### src/rtl/uart_receiver.sv
`timescale 1ns/1ps
`default_nettype none
// ============================================================================
// Module      : uart_receiver
// Description : 8-bit UART receive path. 16x oversampling, 1 start, 8 data
//               (LSB first), 1 parity, 1 stop bit. Each byte is presented
//               with a one-cycle valid strobe and parity/framing flags.
// Revision    : 1.0 - initial release
// ============================================================================
module uart_receiver #(
  parameter int unsigned CLK_FREQ    = 100_000_000,
  parameter int unsigned OVERSAMPLE  = 16,
  parameter bit          PARITY_EVEN = 1'b1
) (
  input  logic       clk,
  input  logic       reset,
  input  logic       RxD,
  input  logic [2:0] baud_select,
  input  logic       Rx_EN,
  output logic [7:0] Rx_DATA,
  output logic       Rx_VALID,
  output logic       Rx_PERROR,
  output logic       Rx_FERROR
);

  // Baud rates addressed by baud_select, shared with the transmitter.
  localparam int unsigned BAUD_0 = 300;
  localparam int unsigned BAUD_1 = 1200;
  localparam int unsigned BAUD_2 = 4800;
  localparam int unsigned BAUD_3 = 9600;
  localparam int unsigned BAUD_4 = 19200;
  localparam int unsigned BAUD_5 = 38400;
  localparam int unsigned BAUD_6 = 57600;
  localparam int unsigned BAUD_7 = 115200;

  // Clocks per sample tick, rounded to nearest.
  localparam int unsigned DIV_0 = (CLK_FREQ + (OVERSAMPLE / 2) * BAUD_0) / (OVERSAMPLE * BAUD_0);
  localparam int unsigned DIV_1 = (CLK_FREQ + (OVERSAMPLE / 2) * BAUD_1) / (OVERSAMPLE * BAUD_1);
  localparam int unsigned DIV_2 = (CLK_FREQ + (OVERSAMPLE / 2) * BAUD_2) / (OVERSAMPLE * BAUD_2);
  localparam int unsigned DIV_3 = (CLK_FREQ + (OVERSAMPLE / 2) * BAUD_3) / (OVERSAMPLE * BAUD_3);
  localparam int unsigned DIV_4 = (CLK_FREQ + (OVERSAMPLE / 2) * BAUD_4) / (OVERSAMPLE * BAUD_4);
  localparam int unsigned DIV_5 = (CLK_FREQ + (OVERSAMPLE / 2) * BAUD_5) / (OVERSAMPLE * BAUD_5);
  localparam int unsigned DIV_6 = (CLK_FREQ + (OVERSAMPLE / 2) * BAUD_6) / (OVERSAMPLE * BAUD_6);
  localparam int unsigned DIV_7 = (CLK_FREQ + (OVERSAMPLE / 2) * BAUD_7) / (OVERSAMPLE * BAUD_7);

  // Sample index of the mid-bit point for the start bit and for full bits.
  localparam logic [3:0] START_MID   = 4'(OVERSAMPLE / 2 - 1);
  localparam logic [3:0] SAMPLE_LAST = 4'(OVERSAMPLE - 1);
  localparam logic       ODD_FLIP    = PARITY_EVEN ? 1'b0 : 1'b1;

  typedef enum logic [2:0] {
    S_IDLE   = 3'd0,
    S_START  = 3'd1,
    S_DATA   = 3'd2,
    S_PARITY = 3'd3,
    S_STOP   = 3'd4,
    S_DONE   = 3'd5
  } state_t;

  // Keep the divider inside the 15-bit counter range and never zero.
  function automatic logic [14:0] clamp_div(input int unsigned d);
    if (d == 0) begin
      return 15'd1;
    end else if (d > 32'd32767) begin
      return 15'h7fff;
    end else begin
      return d[14:0];
    end
  endfunction

  state_t      state_q,      state_d;
  logic        rx_meta_q,    rx_meta_d;
  logic        rx_s_q,       rx_s_d;
  logic [14:0] div_q,        div_d;
  logic [14:0] tick_cnt_q,   tick_cnt_d;
  logic [3:0]  sample_cnt_q, sample_cnt_d;
  logic [2:0]  bit_cnt_q,    bit_cnt_d;
  logic [7:0]  shift_q,      shift_d;
  logic        perr_q,       perr_d;
  logic        stop_q,       stop_d;
  logic        wait_high_q,  wait_high_d;
  logic [7:0]  rx_data_q,    rx_data_d;
  logic        rx_valid_q,   rx_valid_d;
  logic        rx_perror_q,  rx_perror_d;
  logic        rx_ferror_q,  rx_ferror_d;

  logic [14:0] div_sel;
  logic        tick;

  // Divider selected by the live baud code; only captured at a start edge.
  always_comb begin
    div_sel = clamp_div(DIV_7);
    case (baud_select)
      3'b000:  div_sel = clamp_div(DIV_0);
      3'b001:  div_sel = clamp_div(DIV_1);
      3'b010:  div_sel = clamp_div(DIV_2);
      3'b011:  div_sel = clamp_div(DIV_3);
      3'b100:  div_sel = clamp_div(DIV_4);
      3'b101:  div_sel = clamp_div(DIV_5);
      3'b110:  div_sel = clamp_div(DIV_6);
      default: div_sel = clamp_div(DIV_7);
    endcase
  end

  // One-clock sample tick every div_q clocks while a frame is in progress.
  always_comb begin
    tick = (state_q != S_IDLE) && (tick_cnt_q >= (div_q - 15'd1));
  end

  // Next-state logic: synchroniser, tick counter, frame FSM and output update.
  always_comb begin
    rx_meta_d    = RxD;
    rx_s_d       = rx_meta_q;
    state_d      = state_q;
    div_d        = div_q;
    tick_cnt_d   = tick_cnt_q;
    sample_cnt_d = sample_cnt_q;
    bit_cnt_d    = bit_cnt_q;
    shift_d      = shift_q;
    perr_d       = perr_q;
    stop_d       = stop_q;
    wait_high_d  = wait_high_q;
    rx_data_d    = rx_data_q;
    rx_valid_d   = 1'b0;
    rx_perror_d  = rx_perror_q;
    rx_ferror_d  = rx_ferror_q;

    // A line seen high ends any post-framing-error lockout.
    if (rx_s_q) begin
      wait_high_d = 1'b0;
    end

    if (state_q != S_IDLE) begin
      tick_cnt_d = tick ? 15'd0 : (tick_cnt_q + 15'd1);
    end

    if (!Rx_EN) begin
      // Disabled: drop any partial frame, outputs keep their values.
      state_d      = S_IDLE;
      tick_cnt_d   = 15'd0;
      sample_cnt_d = 4'd0;
      bit_cnt_d    = 3'd0;
    end else begin
      case (state_q)
        S_IDLE: begin
          if (!wait_high_q && !rx_s_q) begin
            state_d      = S_START;
            tick_cnt_d   = 15'd0;
            sample_cnt_d = 4'd0;
            bit_cnt_d    = 3'd0;
            div_d        = div_sel;
          end
        end

        S_START: begin
          if (tick) begin
            if (sample_cnt_q == START_MID) begin
              sample_cnt_d = 4'd0;
              if (rx_s_q) begin
                // Glitch shorter than half a bit: not a real start bit.
                state_d    = S_IDLE;
                tick_cnt_d = 15'd0;
              end else begin
                state_d = S_DATA;
              end
            end else begin
              sample_cnt_d = sample_cnt_q + 4'd1;
            end
          end
        end

        S_DATA: begin
          if (tick) begin
            if (sample_cnt_q == SAMPLE_LAST) begin
              sample_cnt_d       = 4'd0;
              shift_d[bit_cnt_q] = rx_s_q;
              if (bit_cnt_q == 3'd7) begin
                bit_cnt_d = 3'd0;
                state_d   = S_PARITY;
              end else begin
                bit_cnt_d = bit_cnt_q + 3'd1;
              end
            end else begin
              sample_cnt_d = sample_cnt_q + 4'd1;
            end
          end
        end

        S_PARITY: begin
          if (tick) begin
            if (sample_cnt_q == SAMPLE_LAST) begin
              sample_cnt_d = 4'd0;
              perr_d       = (^{shift_q, rx_s_q}) ^ ODD_FLIP;
              state_d      = S_STOP;
            end else begin
              sample_cnt_d = sample_cnt_q + 4'd1;
            end
          end
        end

        S_STOP: begin
          if (tick) begin
            if (sample_cnt_q == SAMPLE_LAST) begin
              sample_cnt_d = 4'd0;
              stop_d       = rx_s_q;
              state_d      = S_DONE;
            end else begin
              sample_cnt_d = sample_cnt_q + 4'd1;
            end
          end
        end

        S_DONE: begin
          rx_data_d    = shift_q;
          rx_perror_d  = perr_q;
          rx_ferror_d  = ~stop_q;
          rx_valid_d   = 1'b1;
          // A low stop bit means the line may still be held low (break).
          wait_high_d  = ~stop_q;
          state_d      = S_IDLE;
          tick_cnt_d   = 15'd0;
          sample_cnt_d = 4'd0;
          bit_cnt_d    = 3'd0;
        end

        default: begin
          state_d      = S_IDLE;
          tick_cnt_d   = 15'd0;
          sample_cnt_d = 4'd0;
          bit_cnt_d    = 3'd0;
        end
      endcase
    end
  end

  // State and output registers with synchronous reset.
  always_ff @(posedge clk) begin
    if (reset) begin
      state_q      <= S_IDLE;
      rx_meta_q    <= 1'b1;
      rx_s_q       <= 1'b1;
      div_q        <= 15'd1;
      tick_cnt_q   <= 15'd0;
      sample_cnt_q <= 4'd0;
      bit_cnt_q    <= 3'd0;
      shift_q      <= 8'h00;
      perr_q       <= 1'b0;
      stop_q       <= 1'b1;
      wait_high_q  <= 1'b0;
      rx_data_q    <= 8'h00;
      rx_valid_q   <= 1'b0;
      rx_perror_q  <= 1'b0;
      rx_ferror_q  <= 1'b0;
    end else begin
      state_q      <= state_d;
      rx_meta_q    <= rx_meta_d;
      rx_s_q       <= rx_s_d;
      div_q        <= div_d;
      tick_cnt_q   <= tick_cnt_d;
      sample_cnt_q <= sample_cnt_d;
      bit_cnt_q    <= bit_cnt_d;
      shift_q      <= shift_d;
      perr_q       <= perr_d;
      stop_q       <= stop_d;
      wait_high_q  <= wait_high_d;
      rx_data_q    <= rx_data_d;
      rx_valid_q   <= rx_valid_d;
      rx_perror_q  <= rx_perror_d;
      rx_ferror_q  <= rx_ferror_d;
    end
  end

  assign Rx_DATA   = rx_data_q;
  assign Rx_VALID  = rx_valid_q;
  assign Rx_PERROR = rx_perror_q;
  assign Rx_FERROR = rx_ferror_q;

endmodule
`default_nettype wire

### config.mk
export PLATFORM = sky130hd
export DESIGN_NAME = uart_receiver
export DESIGN_NICKNAME = d
export VERILOG_FILES = /design/src/rtl/uart_receiver.sv
export SDC_FILE = /design/constraint.sdc
export NUM_CORES = 1
export LEC_CHECK = 0
export ABC_AREA = 0
export CELL_PAD_IN_SITES_DETAIL_PLACEMENT = 0
export CELL_PAD_IN_SITES_GLOBAL_PLACEMENT = 1
export CORE_ASPECT_RATIO = 0.9
export CORE_MARGIN = 3
export CORE_UTILIZATION = 45
export CTS_CLUSTER_SIZE = 10
export DETAILED_ROUTE_END_ITERATION = 12
export PLACE_DENSITY = 0.79
export SYNTH_ARGS = -nofsm -noshare
export SYNTH_HDL_FRONTEND = slang
export SYNTH_SLANG_ARGS = --single-unit
### constraint.sdc
create_clock -name clk -period 4.6 [get_ports clk]
set_clock_uncertainty 0.15 [all_clocks]
set_input_delay 0.69 -clock clk [delete_from_list [all_inputs] [get_ports clk]]
set_output_delay 0.69 -clock clk [all_outputs]
set_load 0.005 [all_outputs]
==> flow_metrics.tcl, run 1 <==
set metrics [dict create \
    cp_top_family "simple AND/OR/NAND/NOR gates" \
    hold_path_class "register to register" \
    num_vias 2883 \
    ioPinCount 18 \
    avgSynthCellArea_um2 7.96 \
    max_slew.worst_pin.slew_ps 703 \
    yosysMostFrequentCell "dfxtp_1" \
    drtIter0Drc 98 \
    die_w_um 97.7 \
    drt_wl_total_um 7500 \
    hold_viol_final 0 \
    place_congestion 0.822 \
    area_delta_synth_final_pct 11.9 \
    placed_cells 518 \
    setup_slack_ps 937 \
    grt_use_total_pct 18.1 \
    fp-row-count 29 \
    place_ws_ps 908 \
    ys_types 49 \
    cts_hold_buf 0 \
    worstSetupPathType "register to register" \
    grt_start_max_net_pins 40 \
    r2r-start "div_q[6]" \
    finalCritPeriodShare_pct 79.6 \
    whs_ps 261 \
    drc_errors 0 \
    instances_no_fill 533 \
    place_area_um2 3600 \
    cp_max_fo 28 \
    clk_path_buf_depth 2 \
    grt_pass1_wl_um 12800 \
    dp_hpwl_um 5410 \
    drv_slew 0 \
    avgViaCountPerCell 5.41 \
    synth_top_area_share_pct 36.4 \
    setup_tns_ps 0 \
    drt-wirelength-per-cell_um 14.1 \
    grt_antenna_before_repair 0 \
    cts_buffers 9 \
    worst_skew_pair.late_latency_ps 340 \
    ir_worst_vdd_mv 0.132 \
    synthCells 428 \
    cp-endpoint "sample_cnt_q[1]" \
    synthFlopType "dfxtp_1" \
    synthTopCellsByCount "62 x dfxtp_1, 54 x nand2_1, 53 x nor2_1" \
    num_antenna_cells 0 \
    maxCapViolations 0 \
    drive_gt1_share_pct 5.45 \
    setup_violations 0 \
    fp.dieH_um 88.5 \
    ant_nets 0 \
    fin_nets 464 \
    r2r_cells 10 \
    final_util_pct 53.0 \
    async_flop_share_pct 0 \
    grt.overflow.total 0 \
    max_freq_ghz 0.273 \
    final.fill_count 706 \
    synth-edff-count 0 \
    p_leak_nw 1.39 \
    powerDensity_nw_per_um2 303 \
    ctsResizeCount 0 \
    power.total_mw 1.16 \
    cp_num_buf_inv 0 \
    cts_root_buf "clkbuf_8" \
    h-tree-depth 3 \
    crit_path_end_kind "register" \
    cp_cell_sequence "or4_1 -> or3_1 -> or2_2 -> ha_1 -> nand4_1 -> nor3_1 -> a2111oi_2 -> o21a_4 -> a21oi_2 -> o22ai_1" \
    synth_nets 456 \
    initial_core_util_pct 47.4 \
    status "finished, final reports clean" \
    start_kind "register" \
    slowest_stage "or4_1" \
    reg2reg_to "sample_cnt_q[1]" \
    synth-seq-cells 62 \
    synth.cell_area_um2 3410 \
    max_stage_delay_ps 600 \
    core_area_um2 7180 \
    cts_tree "built" \
    critPathRequiredTime_ps 4640 \
    startpoint "div_q[6]" \
    crit_cells 10 \
    yosys.area.top_type "dfxtp_1" \
    portBuffers 17 \
    grt_setup_unrepaired "no" \
    post_cts_buffers 0 \
    yosys_warnings 0 \
    yosys-top-cells-area "dfxtp_1 36%, ha_1 7.7%, nand2_1 6.0%" \
    yosysSeqAreaShare_pct 36.4 \
    finish.instance_area_um2 3810 \
    firstDrtPassIters 4 \
    relSlewSlack_pct 52.8 \
    rrSetupSlack_ps 940 \
    cts.clk_slew.worst_paths_ps 70 \
    cp.arrival_ps 3700 \
    min_period_ps 3660 \
    grt_pass1_vias 2680 \
    die_area_um2 8650 \
    cts_sinks 62 \
]
## report_power, final
group | total (mW) | internal (mW) | switching (mW)
clock network | 0.500 | 0.291 | 0.209
registers | 0.546 | 0.541 | 0.00549
logic | 0.110 | 0.0344 | 0.0752
total | 1.16 | 0.866 | 0.290
## final cells by class
| cell class | instances | area (um2) | share of cell area [%] |
|---|---|---|---|
| clock inverters | 3 | 42.5 | 1.12 |
| clock buffers | 12 | 165 | 4.33 |
| repair buffers | 18 | 178 | 4.66 |
| well taps | 93 | 116 | 3.05 |
| flip-flops and latches | 62 | 1240 | 32.6 |
| inverters | 9 | 33.8 | 0.887 |
| multi-input cells | 336 | 2030 | 53.4 |
## placed cells by master, fill, tap and decap left out, types with 2 or more instances in the layout
| cell | n |
|---|---|
| xnor2_1 | 20 |
| nand2_1 | 54 |
| mux2i_1 | 2 |
| nor2_1 | 53 |
| a21oi_1 | 37 |
| clkdlybuf4s50_1 | 17 |
| nor4_1 | 3 |
| o21ai_0 | 12 |
| inv_1 | 9 |
| o22ai_1 | 4 |
| nor2b_1 | 10 |
| ha_1 | 21 |
| clkbuf_8 | 12 |
| or2_2 | 4 |
| a31oi_1 | 4 |
| and3_1 | 9 |
| nand3_1 | 18 |
| or4_1 | 3 |
| nor3_1 | 11 |
| a22oi_1 | 2 |
| o211ai_1 | 3 |
| or3_1 | 13 |
| dfxtp_1 | 62 |
| a211oi_1 | 5 |
| xor2_1 | 15 |
| nand2b_1 | 4 |
| nand4_1 | 9 |
## worst reg2reg max path, stage by stage (launching register included)
cell and delay [ps]:
dfxtp_1 360, or4_1 600, or3_1 350, or2_2 290
ha_1 310, nand4_1 120, nor3_1 250, a2111oi_2 100
o21a_4 220, a21oi_2 590, o22ai_1 180
## sequential cells by signal, indices dropped and copies added, names as in the netlist
signal and flops:
bit_cnt_q 3, Rx_FERROR 1, perr_q 1, div_q 13
tick_cnt_q 15, wait_high_q 1, stop_q 1, Rx_VALID 1
Rx_PERROR 1, rx_meta_q 1, state_q 3, rx_s_q 1
shift_q 8, Rx_DATA 8, sample_cnt_q 4
## metal layers
metal | up-vias | GRT usage, % | wire, um
met5 | - | 0 | 0
met4 | 0 | 5.41 | 73
met3 | 6 | 4.73 | 241
met2 | 33 | 30.4 | 3500
met1 | 1338 | 23.2 | 3690
li1 | 1506 | - | -
## worst min path at each step
stage	from	endpoint	slack, ps	cells after the start
global placement	rx_meta_q	rx_s_q	240	1
global route	rx_meta_q	rx_s_q	300	1
finish	rx_meta_q	rx_s_q	260	1
CTS	rx_meta_q	rx_s_q	260	1
detailed placement	rx_meta_q	rx_s_q	250	1
floorplan	rx_meta_q	rx_s_q	240	1
## cell families after synthesis
family                     synth area share, %
DFF                                       36.4
muxes                                    0.588
and+or+nand+nor                           27.1
adders and majority gates                 7.71
buffers and inverters                     3.86
AOI/OAI and AO/OA                         15.3
xor gates and xnor gates                  9.00
Power figures use the tool's default switching activity.
==> inputs of run 2 (changes only) <==
Settings changed: CORE_UTILIZATION 45 to 41, PLACE_DENSITY 0.79 to 0.76.
Clock period 4.6 ns to 3 ns, I/O delays scaled along.
==> flow_metrics.tcl, run 2 (synthesis gave the netlist of run 1 again) <==
set metrics [dict create \
    status "complete, but fails checks" \
    violations "setup timing" \
    final.fill_count 737 \
    setup_slack_ps -303 \
    hold_path_class "register to register" \
    p_seq_share_pct 43.9 \
    r2r_cells 10 \
    drt-wirelength-per-cell_um 14.6 \
    ioPinCount 18 \
    max_slew.worst_pin.slew_ps 610 \
    cts_root_buf "clkbuf_8" \
    cp.arrival_ps 3430 \
    most-common-layout-cells "60 x dfxtp_1, 54 x nand2_1, 44 x nor2_1" \
    crit_path_end_kind "register" \
    max_stage_delay_ps 540 \
    reg_top3 "tick_cnt_q (15), div_q (13)" \
    place_congestion 0.794 \
    r2r-start "div_q[9]" \
    pwr-share-comb_pct 17.2 \
    cts_buffers 9 \
    startpoint "div_q[9]" \
    cp-endpoint "perr_q" \
    switchingPower_uw 516 \
    reg2reg_to "perr_q" \
    critPathRequiredTime_ps 3130 \
    cts.clk_slew.worst_paths_ps 70 \
    final_common_cell "dfxtp_1" \
    drive_gt1_share_pct 20.4 \
    power.share.clock_pct 38.9 \
    min_period_ps 3300 \
    clk_path_buf_depth 2 \
    cp_max_fo 8 \
    drtIter0Drc 117 \
    cts_sinks 62 \
    die_area_um2 9440 \
    setup_violations 35 \
    netSwitchingFraction_pct 27.1 \
    power.total_mw 1.90 \
    ant_nets 0 \
    hold_viol_final 0 \
    fp.dieH_um 92.5 \
    drt_wl_total_um 8360 \
    grt_setup_unrepaired "yes" \
    fp-row-count 30 \
    relSlewSlack_pct 59.0 \
    initial_core_util_pct 43.6 \
    slowest_stage "or4_4" \
    ir_worst_vdd_mv 0.248 \
    portBuffers 17 \
    start_kind "register" \
    num_antenna_cells 0 \
    grt.overflow.total 0 \
    area_delta_synth_final_pct 27.0 \
    cp_cell_sequence "or4_4 -> or3_4 -> or2_4 -> ha_4 -> nand4_1 -> nor3_2 -> a2111oi_4 -> o21a_4 -> or4_1 -> a21oi_1" \
    rrSetupSlack_ps -300 \
    cts_tree "built" \
    finalCritPeriodShare_pct 110 \
    grt_use_total_pct 18.5 \
    drv_slew 0 \
    place_ws_ps -460 \
    largest_reg_flops 15 \
    p_leak_nw 1.60 \
    top_register "tick_cnt_q" \
    drc_errors 0 \
    num_vias 3027 \
    p_int_mw 1.39 \
    grt_pass1_wl_um 13700 \
    powerDensity_nw_per_um2 440 \
    grt_pass1_vias 2706 \
    grt_start_max_net_pins 38 \
    worstSetupPathType "register to register" \
    h-tree-depth 3 \
    fin_nets 498 \
    avgViaCountPerCell 5.30 \
    die_w_um 102 \
    dp_hpwl_um 5700 \
    core_area_um2 7810 \
    firstDrtPassIters 5 \
    maxCapViolations 0 \
    worst_skew_pair.late_latency_ps 350 \
    grt_antenna_before_repair 0 \
    max_freq_ghz 0.303 \
]
[run 2: cell type report]
| cell class | count | area (um2) | area share [%] |
|---|---|---|---|
| clock inverters | 6 | 61.3 | 1.42 |
| well taps | 96 | 120 | 2.78 |
| clock buffers | 10 | 138 | 3.18 |
| inverters | 9 | 33.8 | 0.781 |
| flip-flops and latches | 62 | 1240 | 28.8 |
| repair buffers | 51 | 467 | 10.8 |
| multi-input cells | 337 | 2260 | 52.3 |
[run 2: per-stage QoR]
step	hold WS [ps]	area, um2	util, %	setup TNS [ps]	instances
finish	274	4330	55.4	-8080	571
floorplan	239	3450	-	-1400	428
CTS	281	4130	52.9	-6950	564
global route	314	4330	55.4	-12610	571
global placement	251	3810	48.8	-8150	543
detailed placement	261	3810	48.8	-9820	543
[run 2: how the worst min path moves through the flow]
stage	start	endpoint	cells past startpoint
floorplan	rx_meta_q	rx_s_q	1
global placement	rx_meta_q	rx_s_q	1
detailed placement	rx_meta_q	rx_s_q	1
CTS	rx_meta_q	rx_s_q	1
global route	rx_meta_q	rx_s_q	1
finish	rx_meta_q	rx_s_q	1
[run 2: what timing repair did]
| action | 4_1_cts | 5_1_grt |
|---|---|---|
| cloned | 1 | 2 |
| setup buffers | 4 | 5 |
| setup endpoints to repair | 34 | 35 |
| gates resized for setup | 17 | 40 |
| pin swaps | 17 | 35 |
| hold buffers | 0 | 0 |
[run 2: power by group through the flow]
stage	registers (mW)	clock network [mW]	logic, mW
floorplan	0.853	0	0.147
global route	0.837	0.800	0.355
CTS	0.836	0.759	0.263
global placement	0.855	0	0.206
finish	0.837	0.740	0.328
detailed placement	0.855	0	0.206
[run 2: worst max-delay path, delay by kind of cell (launching register included)]
family          cells  cell delay (ps)
compound gates      3              420
fa+ha+maj           1              270
flops               1              320
simple gates        6             2080
[run 2: routing by layer]
layer	track usage, %	up-vias	part of all wire, %
met2	25.2	64	42
met5	0	-	0
li1	-	1580	-
met3	5.27	10	5.6
met4	4.70	0	1.0
met1	28.1	1373	51
==> inputs of run 3 (changes only) <==
Settings changed: HOLD_SLACK_MARGIN from default to 0.03, SETUP_SLACK_MARGIN from default to 0.05.
==> flow_metrics.tcl, run 3 (synthesis gave the netlist of run 1 again) <==
set metrics [dict create \
    violations "setup timing" \
    drt-wirelength-per-cell_um 14.5 \
    slowest_stage "or4_4" \
    routed-wl-met3_um 318 \
    largest_reg_flops 15 \
    p_leak_nw 1.55 \
    worstSetupPathType "register to register" \
    crit_path_end_kind "register" \
    avgViaCountPerCell 5.40 \
    min_period_ps 3280 \
    met2_length_um 3400 \
    portBuffers 17 \
    hold_viol_final 0 \
    cts_sinks 62 \
    final.fill_count 764 \
    die_w_um 102 \
    fp-row-count 30 \
    grt_pass1_wl_um 13800 \
    firstDrtPassIters 4 \
    place_congestion 0.777 \
    initial_core_util_pct 43.6 \
    fin_nets 491 \
    setup_violations 34 \
    ir_worst_vdd_mv 0.315 \
    grt.overflow.total 0 \
    setup_tns_ps -6700 \
    grt_use_total_pct 18.2 \
    start_kind "register" \
    cts_tree "built" \
    die_area_um2 9440 \
    cp_top_family "simple AND/OR/NAND/NOR gates" \
    hold_path_class "register to register" \
    cp_max_fo 6 \
    startpoint "div_q[9]" \
    grt_setup_unrepaired "yes" \
    num_antenna_cells 0 \
    area_delta_synth_final_pct 22.1 \
    finalCritPeriodShare_pct 109 \
    fp.dieH_um 92.5 \
    max_freq_ghz 0.305 \
    cts_hold_buf 0 \
    cp_num_buf_inv 1 \
    drive_gt1_share_pct 16.0 \
    core_area_um2 7810 \
    r2r-start "div_q[9]" \
    max_stage_delay_ps 530 \
    setup_slack_ps -276 \
    relSlewSlack_pct 56.0 \
    clk_path_buf_depth 2 \
    cts.clk_slew.worst_paths_ps 70 \
    dp_hpwl_um 5850 \
    top_register "tick_cnt_q" \
    seqCellArea_um2 1240 \
    drv_slew 0 \
    routed.top_layer "met4" \
    finish.instance_area_um2 4160 \
    drc_errors 0 \
    multi_input_area_um2 2170 \
    critPathRequiredTime_ps 3110 \
    m1WireLength_um 4390 \
    h-tree-depth 3 \
    final_common_cell "dfxtp_1" \
    cts_root_buf "clkbuf_8" \
    ant_nets 0 \
    most-common-layout-cells "60 x dfxtp_1, 54 x nand2_1, 50 x nor2_1" \
    place_area_um2 3820 \
    reg_top3 "tick_cnt_q (15), div_q (13)" \
    maxCapViolations 0 \
    cts_buffers 9 \
    worst_skew_pair.late_latency_ps 340 \
    rrSetupSlack_ps -280 \
    final_util_pct 53.3 \
    num_vias 3043 \
    powerDensity_nw_per_um2 438 \
    worstHoldStart "rx_meta_q" \
    grt_antenna_before_repair 0 \
    grt_start_max_net_pins 38 \
    max_slew.worst_pin.slew_ps 655 \
    cp_cell_sequence "or4_4 -> or3_4 -> or2_4 -> ha_4 -> nand4_1 -> nor2_1 -> nand3_1 -> o21a_4 -> buf_6 -> a2111o_1 -> a31oi_1" \
    ioPinCount 18 \
    grt_pass1_vias 2819 \
    drtIter0Drc 124 \
    drt_wl_total_um 8200 \
    cp.arrival_ps 3390 \
    status "complete, but fails checks" \
]
[run 3: power breakdown]
part	total, mW	leakage [nW]	switching, mW	internal (mW)
registers	0.836	0.501	0.00703	0.829
logic	0.250	0.944	0.146	0.105
clock network	0.735	0.102	0.332	0.403
total	1.82	1.55	0.485	1.34
[run 3: per-stage QoR]
stage | setup WS, ps | instances | hold slack, ps | total power [mW]
floorplan | -154 | 428 | 239 | 1.00
global placement | -387 | 543 | 247 | 1.06
detailed placement | -487 | 543 | 254 | 1.07
CTS | -281 | 564 | 273 | 1.84
global route | -404 | 564 | 291 | 1.90
finish | -276 | 564 | 269 | 1.82
[run 3: timing repair]
item                       in CTS  in global routing
buffers inserted                5                  0
setup endpoints to repair      35                 35
pin swaps                       9                 12
gates resized for setup        10                 14
[run 3: path summary, 6_finish.rpt]
| path | end | cells after the start |
|---|---|---|
| max | state_q[0] | 11 |
| min | rx_s_q | 1 |
| max reg2reg | state_q[0] | 11 |
| min reg2reg | rx_s_q | 1 |
[run 3: worst register-to-register path: cells and delay by family (launching register included)]
kind	cells	cell delay, ps
AO/OA/AOI/OAI	3	780
AND/OR/NAND/NOR	6	1530
adder cells (fa/ha/maj)	1	270
flip-flops	1	320
buffers and inverters	1	150
[run 3: final cells by class]
| type | instances | area share, % |
|---|---|---|
| Clock buffer | 10 | 3.31 |
| Tap cell | 96 | 2.89 |
| Multi-Input combinational cell | 336 | 52.1 |
| Sequential cell | 62 | 29.9 |
| Clock inverter | 6 | 1.47 |
| Inverter | 9 | 0.812 |
| Timing Repair Buffer | 45 | 9.51 |
[run 3: layer usage]
metal  vias up  GRT usage, %
met2        54          25.7
met5         -             0
met3         8          4.29
li1       1570             -
met4         0          5.03
met1      1411          27.4
